## config.mk

```make
export PLATFORM = sky130hd
export DESIGN_NAME = commfifo_mc_apb
export DESIGN_NICKNAME = d
export VERILOG_FILES = /design/src/rtl/commfifo_mc_apb.sv
export SDC_FILE = /design/constraint.sdc
export NUM_CORES = 2
export LEC_CHECK = 0
export CORE_UTILIZATION = 53
export DETAILED_ROUTE_END_ITERATION = 6
export DONT_BUFFER_PORTS = 1
export PLACE_DENSITY = 0.75
export SLEW_MARGIN = 10
export SYNTH_ARGS = -nofsm -noshare
export SYNTH_HDL_FRONTEND = slang
export SYNTH_SLANG_ARGS = --single-unit
```

## constraint.sdc

```tcl
create_clock -name PCLK -period 11.25 [get_ports PCLK]
set_input_delay 2.25 -clock PCLK [delete_from_list [all_inputs] [get_ports PCLK]]
set_output_delay 2.25 -clock PCLK [all_outputs]
set_load 0.05 [all_outputs]
```

## src/rtl/commfifo_mc_apb.sv

```systemverilog
// rtl/commfifo_mc_apb.sv - multi-channel APB mailbox FIFOs (H2D/D2H per channel); COMMFIFO_MC_IRQ_EN enables irq
module commfifo_mc_apb_fifo #(
    parameter int DW      = 8,
    parameter int LGDEPTH = 6
) (
    input  logic               clk,
    input  logic               resetn,
    input  logic               push,
    input  logic [DW-1:0]      wdata,
    input  logic               pop,
    output logic [DW-1:0]      head,
    output logic [LGDEPTH:0]   count,
    output logic               not_full,
    output logic               not_empty,
    output logic               drop,
    output logic               starve
);
    localparam int DEPTH = 1 << LGDEPTH;
    localparam logic [LGDEPTH:0] FULL_CNT = {1'b1, {LGDEPTH{1'b0}}};

    logic [DW-1:0]      mem [DEPTH];
    logic [LGDEPTH-1:0] wr_ptr;
    logic [LGDEPTH-1:0] rd_ptr;
    logic               do_push;
    logic               do_pop;

    assign not_empty = (count != '0);
    assign not_full  = (count != FULL_CNT);
    // a pop frees a slot this cycle, so a push into a full FIFO still lands
    assign do_pop    = pop & not_empty;
    assign do_push   = push & (not_full | do_pop);
    assign drop      = push & ~do_push;
    assign starve    = pop & ~not_empty;
    assign head      = mem[rd_ptr];

    always_ff @(posedge clk) begin
        if (!resetn) begin
            wr_ptr <= '0;
            rd_ptr <= '0;
            count  <= '0;
        end else begin
            if (do_push) wr_ptr <= wr_ptr + LGDEPTH'(1);
            if (do_pop)  rd_ptr <= rd_ptr + LGDEPTH'(1);
            case ({do_push, do_pop})
                2'b10:   count <= count + (LGDEPTH+1)'(1);
                2'b01:   count <= count - (LGDEPTH+1)'(1);
                default: count <= count;
            endcase
        end
    end

    always_ff @(posedge clk) begin
        if (do_push) mem[wr_ptr] <= wdata;
    end
endmodule

module commfifo_mc_apb #(
    parameter int NCH     = 2,
    parameter int DW      = 8,
    parameter int LGDEPTH = 6
) (
    input  logic              PCLK,
    input  logic              PRESETn,
    input  logic              PSEL,
    input  logic              PENABLE,
    input  logic              PWRITE,
    input  logic [11:2]       PADDR,
    input  logic [31:0]       PWDATA,
    output logic [31:0]       PRDATA,
    output logic              PREADY,
    output logic              PSLVERR,
    input  logic [NCH-1:0]    h2d_wr,
    input  logic [NCH*DW-1:0] h2d_data,
    output logic [NCH-1:0]    h2d_not_full,
    input  logic [NCH-1:0]    d2h_rd,
    output logic [NCH*DW-1:0] d2h_data,
    output logic [NCH-1:0]    d2h_not_empty,
    output logic              irq
);
    logic        access;
    logic [1:0]  ch;
    logic [1:0]  rsel;
    logic        addr_err;
    logic        ok;
    logic [31:0] rd_val [NCH];
    logic        unused_ok;

    assign access   = PSEL & PENABLE;
    assign ch       = PADDR[5:4];
    assign rsel     = PADDR[3:2];
    assign addr_err = (|PADDR[11:6]) | ({30'b0, ch} >= 32'(NCH));
    assign ok       = access & ~addr_err;
    assign PREADY   = 1'b1;
    assign PSLVERR  = access & addr_err;
    assign unused_ok = ^PWDATA;

`ifdef COMMFIFO_MC_IRQ_EN
    logic [NCH-1:0] chan_irq;
`endif

    for (genvar c = 0; c < NCH; c++) begin : g_ch
        logic             hit;
        logic             clr_hit;
        logic [DW-1:0]    h2d_head;
        logic [LGDEPTH:0] h2d_cnt;
        logic [LGDEPTH:0] d2h_cnt;
        logic             h2d_ne;
        logic             d2h_nf;
        logic             h2d_drop;
        logic             h2d_starve;
        logic             d2h_drop;
        logic             d2h_starve;
        logic [2:0]       sticky;
        logic [2:0]       sticky_set;
        logic [2:0]       sticky_clr;
        logic [2:0]       en;
        logic             unused_ch;

        assign hit       = ok & (ch == 2'(c));
        assign clr_hit   = hit & PWRITE & (rsel == 2'd3);
        assign unused_ch = d2h_starve;

        commfifo_mc_apb_fifo #(.DW(DW), .LGDEPTH(LGDEPTH)) u_h2d (
            .clk       (PCLK),
            .resetn    (PRESETn),
            .push      (h2d_wr[c]),
            .wdata     (h2d_data[c*DW +: DW]),
            .pop       (hit & ~PWRITE & (rsel == 2'd0)),
            .head      (h2d_head),
            .count     (h2d_cnt),
            .not_full  (h2d_not_full[c]),
            .not_empty (h2d_ne),
            .drop      (h2d_drop),
            .starve    (h2d_starve)
        );

        commfifo_mc_apb_fifo #(.DW(DW), .LGDEPTH(LGDEPTH)) u_d2h (
            .clk       (PCLK),
            .resetn    (PRESETn),
            .push      (hit & PWRITE & (rsel == 2'd0)),
            .wdata     (PWDATA[DW-1:0]),
            .pop       (d2h_rd[c]),
            .head      (d2h_data[c*DW +: DW]),
            .count     (d2h_cnt),
            .not_full  (d2h_nf),
            .not_empty (d2h_not_empty[c]),
            .drop      (d2h_drop),
            .starve    (d2h_starve)
        );

        // sticky order matches STATUS bits 4..2; a new event outranks a W1C
        assign sticky_set = {h2d_drop, d2h_drop, h2d_starve};
        assign sticky_clr = clr_hit ? PWDATA[4:2] : 3'b000;

        always_ff @(posedge PCLK) begin
            if (!PRESETn) sticky <= '0;
            else          sticky <= (sticky & ~sticky_clr) | sticky_set;
        end

`ifdef COMMFIFO_MC_IRQ_EN
        always_ff @(posedge PCLK) begin
            if (!PRESETn)     en <= '0;
            else if (clr_hit) en <= PWDATA[10:8];
        end
        assign chan_irq[c] = |({d2h_nf & 1'b1, h2d_ne, |sticky} & {en[1], en[0], en[2]});
`else
        assign en = 3'b000;
`endif

        assign rd_val[c] = (rsel == 2'd0) ? (h2d_ne ? 32'(h2d_head) : 32'd0) :
                           (rsel == 2'd1) ? {27'b0, sticky, d2h_nf, h2d_ne} :
                           (rsel == 2'd2) ? {16'(d2h_cnt), 16'(h2d_cnt)} :
                                            {21'b0, en, 8'b0};
    end

    always_comb begin
        PRDATA = '0;
        if (ok && !PWRITE) begin
            for (int c = 0; c < NCH; c++) begin
                if (ch == c[1:0]) PRDATA = rd_val[c];
            end
        end
    end

`ifdef COMMFIFO_MC_IRQ_EN
    logic irq_q;
    always_ff @(posedge PCLK) begin
        if (!PRESETn) irq_q <= 1'b0;
        else          irq_q <= |chan_irq;
    end
    assign irq = irq_q;
`else
    assign irq = 1'b0;
`endif
endmodule

```

==> results.json <==
{
  "worstMarginPinSlew_ps": 1200,
  "cap_violations": 0,
  "dieArea_um2": 161000,
  "synthToLayoutAreaGrowth_pct": 10.0,
  "crit_path_start_kind": "primary input",
  "ys_seq_elements": 2154,
  "post-route-drc-count": 0,
  "layout-drive-gt1-share": 0.236,
  "reg2reg_depth": 13,
  "grt_pass1_wl_mm": 267,
  "async_flop_share": 0,
  "synth_top_flop_cell": "edfxtp_1",
  "cts_tree": "yes",
  "die_x_um": 402,
  "synthCells": 4052,
  "nFillCells": 11000,
  "firstDrtPassIters": 7,
  "synth_top_family_by_area": "multiplexers",
  "synthMuxAreaShare": 0.171,
  "initial_utilization": 0.534,
  "cts_buffers": 204,
  "post_cts_buffers": 0,
  "ir_worst_vdd_mv": 0.201,
  "first_global_vias": 40200,
  "clockPowerShare": 0.410,
  "grt_overflow_total": 0,
  "status": "finished, final reports clean",
  "worstPathCellList": "nor4_2, nand4bb_1, nor3_2, nand2_2, nor4_1, or3_1",
  "p_leak_nw": 27.8,
  "setup_viol": 0,
  "syn_avg_cell_area_um2": 20.9,
  "place_hpwl_mm": 104,
  "wirelength_mm": 179,
  "grt_usage": 0.224,
  "via_per_inst": 6.35,
  "ios": 122,
  "clock_skew_ps": 55.3,
  "drt-initial-drc-count": 4869,
  "wl_per_cell_um": 28.4,
  "critPathMaxFanout": 16,
  "period_share": 0.665,
  "setup_tns_ps": 0,
  "synthSimpleGateAreaFrac": 0.0364,
  "finalMaxSlewViolations": 0,
  "min_path_cells": 2,
  "swShare": 0.215,
  "insertion_delay_ps": 850,
  "yosysSeqAreaShare": 0.751,
  "comb_power_share": 0.059,
  "clockRootBuffer": "clkbuf_16",
  "fmax_mhz": 134,
  "hold_ws_ps": 471,
  "p_int_w": 0.0131,
  "synth_compound_area_frac": 0.0162,
  "crit_slowest_cell": "nand4bb_1",
  "layout.nets": 4155,
  "synth.distinct_cells": 78,
  "synth_area_leader_cell": "edfxtp_1",
  "path_clk_slew_ps": 60,
  "grt_max_degree": 131,
  "required_ps": 9000,
  "numClockSinks": 2154,
  "synth_top_area_frac": 0.726,
  "die_y_um": 402,
  "htree_num_levels": 4,
  "synthTopCellsByArea": "edfxtp_1 (73%), mux4_2 (17%), dfxtp_1 (2.5%), nor2_1 (1.7%), mux2i_1 (0.47%)",
  "finalHoldViolCount": 0,
  "seqPwrFrac": 0.531,
  "row_count": 146,
  "antenna_found_initial": 2,
  "netlist_area_um2": 84700,
  "switchingPower_w": 0.00360,
  "gp_congestion": 0.823,
  "crit_path_end_kind": "output pin",
  "synth_edf_count": 2048,
  "ctsResizeCount": 0,
  "hold_buffers": 0,
  "io_buffers": 0,
  "slew_headroom": 0.193,
  "clockBufferDepth": 3,
  "setup_slack_ps": 3770,
  "hp-class": "reg2reg",
  "yosysMostFrequentCell": "edfxtp_1",
  "rsz0062_at_grt": "false",
  "arrival_ps": 5230,
  "synth_fa_ha_area_frac": 0.00455,
  "synthTopCellsByCount": "edfxtp_1 (2,048), mux4_2 (624), nor2_1 (377)",
  "coreArea_um2": 159000,
  "power.density_nw_per_um2": 179,
  "period_minus_slack_ps": 7480,
  "cpPeakStageDelay_ps": 670,
  "dp_slack_ps": 3830,
  "synth_xor_area_frac": 0.00517,
  "ys_warn_count": 0,
  "vias": 40100,
  "ant_nets": 0,
  "insertedDiodeCount": 0,
  "worstSetupPathType": "in2out"
}
## logic make-up after synthesis
logic type | count (synthesis)
other cells | 2
buf+inv | 271
fa+ha+maj | 29
simple gates | 671
mux | 669
xor+xnor | 50
flops | 2154
compound gates | 206
## path summary, 6_finish.rpt
check	from	end	slack [ps]
worst max-delay path	PADDR[9]	PRDATA[6]	3770
worst min-delay path	g_ch[0].sticky[0]	g_ch[0].sticky[0]	470
worst max register to register	g_ch[0].u_d2h.count[4]	g_ch[0].u_d2h.count[6]	6980
worst min register to register	g_ch[0].sticky[0]	g_ch[0].sticky[0]	470
## area by class of cell
type                    instances  area (um2)  share of cell area
clock buffers                 257        5480              0.0587
clock inverters               131        1260              0.0135
inverters                      26        97.6             0.00105
multi-input cells            1644       19900               0.213
flip-flops and latches       2154       63700               0.683
well taps                    2072        2590              0.0278
repair buffers                 29         255             0.00274
## cell usage in the layout, fill, tap and decap left out, types with 7 or more instances in the layout
cell,netlist,final
a211oi_1,9,9
a21o_1,7,7
a21oi_1,46,46
a22oi_1,38,38
and2_1,12,12
and3_1,7,7
buf_4,36,26
bufinv_16,0,16
clkbuf_1,106,37
clkbuf_16,0,205
clkbuf_8,0,15
clkinv_1,0,46
clkinv_2,0,35
clkinvlp_4,0,10
conb_1,2,19
dfxtp_1,106,92
dfxtp_4,0,8
edfxtp_1,2048,2048
ha_1,26,26
inv_1,25,25
mux2i_1,40,40
mux4_2,624,624
nand2_1,83,83
nand2b_1,9,9
nand3_1,36,36
nand3b_1,13,13
nand4_1,16,16
nor2_1,377,377
nor2b_1,32,32
nor3_1,17,17
nor4_1,7,7
o21a_1,9,9
o21ai_0,39,39
or2_2,8,8
or3_1,19,19
xnor2_1,24,24
xor2_1,26,26
## per-layer routing
layer | up-vias | part of all wire | global-route usage
met1 | 21200 | 0.40 | 0.323
met3 | 298 | 0.088 | 0.0459
met2 | 1870 | 0.49 | 0.354
met5 | - | 0.000072 | 0
li1 | 16700 | - | -
met4 | 2 | 0.021 | 0.0556
## state kept, by name (all words and copies together), names as in the netlist, named ones only
signal,flops
g_ch.u_d2h.mem,1024
g_ch.u_d2h.rd_ptr,12
g_ch.u_h2d.rd_ptr,12
g_ch.sticky,6
g_ch.u_h2d.count,14
g_ch.u_h2d.mem,1024
g_ch.u_d2h.wr_ptr,12
g_ch.u_d2h.count,14
g_ch.u_h2d.wr_ptr,12
## power by group through the flow
| stage | clock [W] | sequential (W) | combinational [W] |
|---|---|---|---|
| 2_1_floorplan | 0 | 0.00899 | 0.000823 |
| 3_3_place_gp | 0 | 0.00905 | 0.000972 |
| 3_5_place_dp | 0 | 0.00905 | 0.000989 |
| 4_1_cts | 0.00692 | 0.00888 | 0.000997 |
| 5_1_grt | 0.00720 | 0.00888 | 0.00105 |
| 6_report | 0.00685 | 0.00888 | 0.000988 |
## worst max-delay path: cells and delay by family
family / cells / cell delay (ps)
simple gates: 6 / 2970
## metrics by stage
step | instances | total power, W | utilization | instance area (um2)
4_1_cts | 6313 | 0.0168 | 0.588 | 93200
5_1_grt | 6313 | 0.0171 | 0.588 | 93200
3_5_place_dp | 5925 | 0.0100 | 0.545 | 86500
6_report | 6313 | 0.0167 | 0.588 | 93200
2_1_floorplan | 4069 | 0.00981 | - | 84800
3_3_place_gp | 5925 | 0.0100 | 0.545 | 86500
(Power assumes the default switching activity.)
